<file path="src/rtl/hazard_ctrl.sv">
// Pipeline sequencing controller for the 5-stage MIPS core: resolves load-use,
// taken-branch, mul/div occupancy and imem wait hazards and counts stall cycles.
module hazard_ctrl #(
  parameter int unsigned MD_CYCLES = 4,
  parameter int unsigned CNT_W     = 16
) (
  input  logic             clk,
  input  logic             rst_n,
  input  logic [4:0]       id_rs,
  input  logic [4:0]       id_rt,
  input  logic             id_uses_rt,
  input  logic             ex_mem_read,
  input  logic [4:0]       ex_rt,
  input  logic             branch_taken,
  input  logic             md_start,
  input  logic             imem_ready,
  input  logic             stall_cnt_clr,
  output logic             pc_write,
  output logic             ifid_write,
  output logic             ifid_flush,
  output logic             idex_write,
  output logic             idex_bubble,
  output logic             exmem_bubble,
  output logic             busy,
  output logic [CNT_W-1:0] stall_cnt
);

  typedef enum logic [1:0] {
    ST_INIT      = 2'd0,
    ST_RUN       = 2'd1,
    ST_MDIV_WAIT = 2'd2
  } state_t;

  // The start cycle counts as the first stalled cycle, so the wait counter
  // is loaded two short of the total.
  localparam logic [7:0] MD_LOAD = 8'(MD_CYCLES - 2);

  state_t           r_state;
  logic [7:0]       r_md_cnt;
  logic             r_md_release;
  logic [CNT_W-1:0] r_stall_cnt;

  logic w_load_use;
  logic w_md_go;

  assign w_load_use = ex_mem_read & (ex_rt != 5'd0) &
                      ((ex_rt == id_rs) | (id_uses_rt & (ex_rt == id_rt)));
  assign w_md_go    = md_start & ~r_md_release;

  always_comb begin
    // NOTE: every output gets a default first so no path through the case infers a latch.
    pc_write     = 1'b1;
    ifid_write   = 1'b1;
    ifid_flush   = 1'b0;
    idex_write   = 1'b1;
    idex_bubble  = 1'b0;
    exmem_bubble = 1'b0;
    busy         = 1'b0;
    unique case (r_state)
      ST_INIT: begin
        pc_write    = 1'b0;
        ifid_write  = 1'b0;
        ifid_flush  = 1'b1;
        idex_bubble = 1'b1;
      end
      ST_RUN: begin
        if (w_md_go) begin
          pc_write     = 1'b0;
          ifid_write   = 1'b0;
          idex_write   = 1'b0;
          exmem_bubble = 1'b1;
        end else if (branch_taken) begin
          ifid_flush  = 1'b1;
          idex_bubble = 1'b1;
        end else if (w_load_use) begin
          pc_write    = 1'b0;
          ifid_write  = 1'b0;
          idex_bubble = 1'b1;
        end else if (!imem_ready) begin
          pc_write   = 1'b0;
          ifid_flush = 1'b1;
        end
      end
      ST_MDIV_WAIT: begin
        pc_write     = 1'b0;
        ifid_write   = 1'b0;
        idex_write   = 1'b0;
        exmem_bubble = 1'b1;
        busy         = 1'b1;
      end
      default: begin
        pc_write    = 1'b0;
        ifid_write  = 1'b0;
        ifid_flush  = 1'b1;
        idex_bubble = 1'b1;
      end
    endcase
  end

  always_ff @(posedge clk or negedge rst_n) begin
    if (!rst_n) begin
      r_state      <= ST_INIT;
      r_md_cnt     <= 8'd0;
      r_md_release <= 1'b0;
    end else begin
      // NOTE: non-blocking assignments so every register samples pre-edge values.
      r_md_release <= 1'b0;
      unique case (r_state)
        ST_INIT: r_state <= ST_RUN;
        ST_RUN: begin
          if (w_md_go) begin
            r_md_cnt <= MD_LOAD;
            r_state  <= ST_MDIV_WAIT;
          end
        end
        ST_MDIV_WAIT: begin
          if (r_md_cnt == 8'd0) begin
            r_state      <= ST_RUN;
            r_md_release <= 1'b1;
          end else begin
            r_md_cnt <= r_md_cnt - 8'd1;
          end
        end
        default: r_state <= ST_INIT;
      endcase
    end
  end

  // Saturating count of cycles in which the PC was held outside of INIT.
  always_ff @(posedge clk or negedge rst_n) begin
    if (!rst_n) begin
      r_stall_cnt <= '0;
    end else if (stall_cnt_clr) begin
      r_stall_cnt <= '0;
    end else if ((r_state != ST_INIT) && !pc_write && (r_stall_cnt != '1)) begin
      r_stall_cnt <= r_stall_cnt + CNT_W'(1);
    end
  end

  assign stall_cnt = r_stall_cnt;

endmodule

</file>
<file path="config.mk">
export PLATFORM = sky130hd
export DESIGN_NAME = hazard_ctrl
export DESIGN_NICKNAME = d
export VERILOG_FILES = /design/src/rtl/hazard_ctrl.sv
export SDC_FILE = /design/constraint.sdc
export NUM_CORES = 1
export LEC_CHECK = 0
export ABC_AREA = 1
export ABC_CLOCK_PERIOD_IN_PS = 2200
export BUFFER_PORTS_ARGS = -buffer_cell sky130_fd_sc_hd__buf_2
export CAP_MARGIN = 10
export CORE_UTILIZATION = 40
export DETAILED_ROUTE_END_ITERATION = 6
export PLACE_DENSITY_LB_ADDON = 0.08
export SETUP_SLACK_MARGIN = 0.2
export SLEW_MARGIN = 0
export SYNTH_ARGS = -nofsm -noshare
export SYNTH_HDL_FRONTEND = slang
export SYNTH_SLANG_ARGS = --single-unit
</file>
<file path="constraint.sdc">
create_clock -name clk -period 2.2 [get_ports clk]
set_input_delay 0.22 -clock clk [delete_from_list [all_inputs] [get_ports clk]]
set_output_delay 0.22 -clock clk [all_outputs]
set_load 0.1 [all_outputs]
</file>
==> flow_metrics.tcl, run 1 <==
set metrics [dict create \
    status "finished, final reports clean" \
    critPathCaptureType "output port" \
    worst_slew_pin_slew_ns 0.602 \
    layout_commonest_cell "nand2_1" \
    cts_made_buffers 3 \
    met3_usage_pct 3.33 \
    area_delta_synth_final_pct 28.8 \
    cts_max_level 1 \
    ys.flop_type "dfrtp_1" \
    overflow 0 \
    setup_viol_count_final 0 \
    gp_congestion 0.787 \
    rsz0062_at_grt "false" \
    synth.distinct_cells 28 \
    switching_share_pct 55.4 \
    powerDensity_nw_per_um2 1140 \
    n_antenna_cell 0 \
    use_met2_pct 31.2 \
    die_x_um 72.5 \
    dp_hpwl_mm 3.48 \
    p_leak_nw 1.40 \
    drc 0 \
    grt_max_degree 33 \
    timing.rr.end "stall_cnt[13]$_DFFE_PN0P_" \
    reg2reg_from "stall_cnt[0]$_DFFE_PN0P_" \
    postSynthAreaPerCell_sq_um 6.98 \
    hp-class "in2reg" \
    fin_crit_sh_pct 87.4 \
    track_usage_pct 19.2 \
    hold_violations 0 \
    io_pins 46 \
    mappedNetlistNets 315 \
    portBuffers 45 \
    clockBufferDepth 2 \
    ys_seq_area_share_pct 34.0 \
    timing_max_transition_violations_final 0 \
    cap_violations 0 \
    clkSinkCount 27 \
    endpoint "idex_bubble" \
    pwr-share-clk_pct 9.9 \
    p_sw_mw 1.62 \
    synth-edff-count 0 \
    p_int_mw 1.30 \
    start_kind "flop" \
    ys_seq_elements 27 \
    grt_pass1_vias 1826 \
    root_buffer "clkbuf_8" \
    layout_common_cells "64 x nand2_1, 40 x inv_1, 40 x buf_2, 33 x nor2_1, 29 x nand3_1" \
    finalCriticalPeriod_ns 1.92 \
    power_frac_comb_pct 67.9 \
    fin_cells 405 \
    grt_pass1_wl_mm 8.02 \
    path_clk_slew_ns 0.10 \
    max_freq_mhz 520 \
    arrival_ns 1.70 \
    criticalPathCategory "reg2out" \
    vdd_drop_max_mv 0.709 \
    post-route-util_pct 53.9 \
    reg2reg_depth 9 \
    row_count 25 \
    vias 1948 \
    dr.pass1.iters 5 \
    fin_worst_skew_ns 0.00603 \
    synth_area_sq_um 1990 \
    design_area_sq_um 2560 \
    start_util_pct 41.8 \
    critPathRequiredTime_ns 1.98 \
    grt_busiest_layer "met2" \
    setup_tns_ns 0 \
    dieArea_sq_um 5260 \
    cts_tree "built" \
    routed_wl_mm 4.59 \
    placed_area_sq_um 2420 \
    yosysWarnings 0 \
    grt_antenna_before_repair 0 \
    dp_cells 394 \
    p_seq_share_pct 22.1 \
    r2r_setup_slack_ns 0.34 \
    finalNetCount 369 \
    ant_nets 0 \
    async_reset_ff_share_pct 100 \
    critPathMaxFanout 9 \
    insertion_delay_ns 0.28 \
    crit_start "r_state[1]$_DFFE_PN0P_" \
    die_h_um 72.5 \
    dr.first_iter.drc_count 68 \
    syn_inst 285 \
    core_sq_um 4750 \
    wl_per_cell_um 11.3 \
    drive_gt1_share_pct 28.1 \
    viasPerCell 4.81 \
    use_met1_pct 26.4 \
    slew-limit-headroom_pct 59.8 \
]
## synthesized netlist by cell type (2+ instances only)
cell	n	area, sq um
a21oi_1	4	20.0
a31oi_1	2	12.5
buf_2	4	20.0
dfrtp_1	27	676
ha_1	7	87.6
inv_1	42	158
inv_2	5	18.8
nand2_1	65	244
nand3_1	29	145
nand4_1	22	138
nor2_1	36	135
nor2_4	2	22.5
nor3_1	2	10.0
o21ai_0	7	35.0
o31ai_1	2	15.0
xnor2_1	4	35.0
xor2_1	14	123
## worst max-delay path, stage by stage, from the launching register on
cell	delay (ns)
dfrtp_1	0.40
buf_4	0.15
ha_4	0.19
nor2_2	0.17
inv_2	0.10
a31oi_4	0.21
buf_12	0.19
## how the worst min path moves through the flow
stage	startpoint	to	cells past startpoint
after floorplan	rst_n	r_md_cnt[0]$_DFFE_PN0P_	0
after global placement	rst_n	r_md_cnt[6]$_DFFE_PN0P_	1
after detailed placement	rst_n	r_md_cnt[6]$_DFFE_PN0P_	1
after CTS	stall_cnt_clr	stall_cnt[1]$_DFFE_PN0P_	5
after global routing	stall_cnt_clr	stall_cnt[5]$_DFFE_PN0P_	5
final	stall_cnt_clr	stall_cnt[1]$_DFFE_PN0P_	5
## routing by layer
| metal | part of all wire (%) | wire length, um | up-vias |
|---|---|---|---|
| met5 | 0 | 0 | - |
| met4 | 1.1 | 52 | 0 |
| met3 | 3.4 | 156 | 4 |
| met2 | 45 | 2070 | 44 |
| met1 | 50 | 2310 | 881 |
| li1 | - | - | 1019 |
## state kept, by name (all words and copies together) (netlist names)
name and count:
r_md_cnt 8, r_md_release 1, stall_cnt 16, r_state 2
## power by group through the flow
| stage | Clock, mW | Combinational [mW] | Sequential [mW] |
|---|---|---|---|
| floorplan | 0 | 1.31 | 0.793 |
| global placement | 0 | 1.86 | 0.661 |
| detailed placement | 0 | 1.87 | 0.664 |
| CTS | 0.301 | 1.92 | 0.647 |
| global route | 0.315 | 2.12 | 0.655 |
| finish | 0.290 | 1.98 | 0.646 |
## per-stage QoR
stage / worst slack, ns / hold WS, ns / power (mW)
6_report: 0.278 / 0.451 / 2.92
3_3_place_gp: 0.302 / 0.272 / 2.52
2_1_floorplan: 0.153 / -0.0756 / 2.10
5_1_grt: 0.203 / 0.474 / 3.09
3_5_place_dp: 0.239 / 0.263 / 2.53
4_1_cts: 0.203 / 0.442 / 2.87
## layout make-up
| cell class | instances | area (sq um) |
|---|---|---|
| fill | 497 | 2190 |
| multi-input combinational | 204 | 1180 |
| sequential | 27 | 696 |
| timing repair buffer | 56 | 373 |
| inverter | 47 | 180 |
| tap | 67 | 83.8 |
| clock buffer | 3 | 41.3 |
| clock inverter | 1 | 5.00 |
## cells by family (layout without fill, tap and decap cells)
logic type | after synthesis | in the layout | share of synthesized area [%]
simple gates | 161 | 161 | 36.9
flops | 27 | 27 | 34.0
fa+ha+maj | 7 | 7 | 4.40
xor+xnor | 18 | 18 | 7.92
compound gates | 18 | 18 | 5.97
buf+inv | 54 | 107 | 10.8
## what timing repair did
| action | in CTS | in global routing |
|---|---|---|
| setup buffers | 1 | 5 |
| hold endpoints to repair | 27 | 0 |
| hold buffers | 1 | 0 |
| resized for setup | 5 | 5 |
| endpoints found under the setup margin | 5 | 9 |
| pin swaps | 0 | 2 |
Power figures use the tool's default switching activity.
==> inputs of run 2 (changes only) <==
--- a/config.mk
+++ b/config.mk
@@ -5,7 +5,6 @@
 export SDC_FILE = /design/constraint.sdc
 export NUM_CORES = 1
 export LEC_CHECK = 0
-export ABC_AREA = 1
 export ABC_CLOCK_PERIOD_IN_PS = 2200
 export BUFFER_PORTS_ARGS = -buffer_cell sky130_fd_sc_hd__buf_2
 export CAP_MARGIN = 10
==> run 2 against run 1 <==
Effect of this change:
- clock-buffer cell count unchanged
- die area shrank 16%
- register-to-register slack worse by 0.13 ns
- critical path depth is 3 higher
- via count fell by 14%
- final cell count decreased by 23%
- maximum frequency is 3.3% lower
- first-iteration DRC count is 32% higher
- total power is 7.7% higher
- routed wire length decreased by 3.8%
- combinational power rose by 8%
- sequential share of layout area increased by 1.5 points
==> flow_metrics.tcl, run 2 <==
set metrics [dict create \
    finalNetCount 292 \
    whs_path_depth 2 \
    synth_most_common_cell "dfrtp_1" \
    crit_start "stall_cnt[7]$_DFFE_PN0P_" \
    path_common_cell "buf_6" \
    postSynthAreaPerCell_sq_um 8.85 \
    p_seq_share_pct 22.8 \
    slowest_stage "or4_4" \
    dr.first_iter.drc_count 90 \
    cts_max_level 1 \
    rsz0062_at_grt "true" \
    seqCellArea_sq_um 722 \
    vdd_drop_max_mv 0.609 \
    power_frac_comb_pct 68.1 \
    timing_max_transition_violations_final 0 \
    gp_congestion 0.766 \
    p_int_mw 1.56 \
    dr.pass1.iters 4 \
    portBuffers 45 \
    overflow 0 \
    worstPathBufferInverterCount 2 \
    met3_usage_pct 2.23 \
    synth_area_sq_um 1660 \
    ys.flop_type "dfrtp_1" \
    pre_cts_ws_ns -0.112 \
    use_met2_pct 35.8 \
    p_leak_nw 1.10 \
    dp_hpwl_mm 3.00 \
    post-route-util_pct 63.0 \
    min_from "stall_cnt_clr" \
    die_x_um 66.5 \
    area_delta_synth_final_pct 51.5 \
    start_util_pct 41.6 \
    cp_num_cells 9 \
    status "finished, final reports clean" \
    p_sw_mw 1.58 \
    grt_pass1_vias 1520 \
    cap_violations 0 \
    hp-class "in2reg" \
    clockBufferDepth 2 \
    cp_cell_sequence "nand2_4 > or4_4 > nor2_4 > nor2_2 > o21ai_4 > buf_6 > buf_6 > mux2i_1 > nor2_1" \
    critPathRequiredTime_ns 2.36 \
    cts_tree "built" \
    drc 0 \
    setup_viol_count_final 0 \
    routed_wl_mm 4.42 \
    core_sq_um 4000 \
    use_met1_pct 24.6 \
    grt_max_degree 28 \
    pwr-share-clk_pct 9.1 \
    grt_pass1_wl_mm 6.74 \
    root_buffer "clkbuf_8" \
    critPathCaptureType "flop" \
    critPathMaxFanout 6 \
    synth_top_area_share_pct 40.6 \
    ys_seq_elements 27 \
    criticalPathCategory "reg2reg" \
    worst_slack_ns 0.212 \
    yosys-top-cells-area "dfrtp_1 41%, xor2_1 6.3%, a21oi_1 5.7%, ha_1 5.3%, or4_1 4.5%" \
    worst_slew_pin_slew_ns 0.605 \
    mappedNetlistNets 218 \
    reg2reg_depth 9 \
    power_mw 3.14 \
    synth_largest_area_cell "dfrtp_1" \
    synth_common_cells "27 x dfrtp_1, 19 x a21oi_1, 19 x nor2_1" \
    cts_made_buffers 3 \
    viasPerCell 5.40 \
    dieArea_sq_um 4420 \
    async_reset_ff_share_pct 100 \
    io_pins 46 \
    largest_register_ffs 16 \
    vias 1679 \
    yosysWarnings 0 \
    hold_violations 0 \
    synth-edff-count 0 \
    start_kind "flop" \
    reg2reg_from "stall_cnt[7]$_DFFE_PN0P_" \
    synth.distinct_cells 35 \
    wl_per_cell_um 14.2 \
    ant_nets 0 \
    grt_antenna_before_repair 0 \
    cpPeakStageDelay_ns 0.54 \
    drive_gt1_share_pct 48.7 \
    fin_crit_sh_pct 90.4 \
    die_h_um 66.5 \
    slew-limit-headroom_pct 59.7 \
    track_usage_pct 19.8 \
    layout_commonest_cell "buf_2" \
    max_freq_mhz 503 \
    multi_input_area_sq_um 1080 \
    layout_common_cells "39 x buf_2, 24 x buf_4, 18 x a21oi_1, 16 x nor2_1, 12 x nand3_1" \
    row_count 23 \
    switching_share_pct 50.3 \
    setup_tns_ns 0 \
    clkSinkCount 27 \
    fin_worst_skew_ns 0.00437 \
    ys_seq_area_share_pct 40.6 \
    n_antenna_cell 0 \
    arrival_ns 2.15 \
    finalCriticalPeriod_ns 1.99 \
    nFillCells 343 \
    critPathTopFamily "simple AND/OR/NAND/NOR gates" \
    grt_busiest_layer "met2" \
    powerDensity_nw_per_um2 1250 \
    syn_inst 188 \
    insertion_delay_ns 0.27 \
    path_clk_slew_ns 0.10 \
]
run 2: path summary, 6_finish.rpt:
check                                      endpoint  slack (ns)
setup / recovery           stall_cnt[1]$_DFFE_PN0P_        0.21
hold / removal             stall_cnt[7]$_DFFE_PN0P_        0.31
setup reg to reg           stall_cnt[1]$_DFFE_PN0P_        0.21
hold reg to reg             r_md_cnt[7]$_DFFE_PN0P_        0.56
max in group asynchronous  stall_cnt[0]$_DFFE_PN0P_        1.27
min in group asynchronous  stall_cnt[8]$_DFFE_PN0P_        0.48
run 2: power by group through the flow:
stage	logic (mW)	clock network, mW	registers (mW)
6_report	2.14	0.285	0.716
5_1_grt	2.27	0.314	0.729
4_1_cts	1.80	0.292	0.704
3_5_place_dp	1.71	0	0.715
3_3_place_gp	1.67	0	0.704
2_1_floorplan	1.25	0	0.814
run 2: layout make-up:
type,count,share of cell area [%]
clock buffers,3,1.64
clock inverters,1,0.199
inverters,7,1.19
multi-input cells,146,43.0
flip-flops and latches,27,28.6
well taps,50,2.48
repair buffers,77,22.8
run 2: stage by stage:
stage	cells	hold slack, ns	area [sq um]
5_1_grt	311	0.321	2520
6_report	311	0.309	2520
4_1_cts	293	0.315	2240
3_5_place_dp	286	0.266	2140
3_3_place_gp	286	0.263	2140
2_1_floorplan	188	-0.0756	1780
run 2: cells by family (layout without fill, tap and decap cells):
logic type      count (synthesis)  after routing  share of synthesized area [%]
compound gates                 44             44                           16.4
simple gates                   78             78                           24.7
mux                             2              2                           1.28
buf+inv                        15             88                           3.91
xor+xnor                       15             15                           7.89
flops                          27             27                           40.6
fa+ha+maj                       7              7                           5.26
run 2: what timing repair did:
action	in CTS	in global routing
endpoints found under the setup margin	14	22
hold buffers	1	0
endpoints found under the hold margin	27	0
gates resized for setup	9	32
pin swaps	3	8
setup buffers	2	16
cloned	0	2
run 2: routing by layer:
layer	share of wire, %	up-vias
li1	-	823
met1	44	816
met2	52	38
met5	0	-
met4	0.48	0
met3	3.0	2
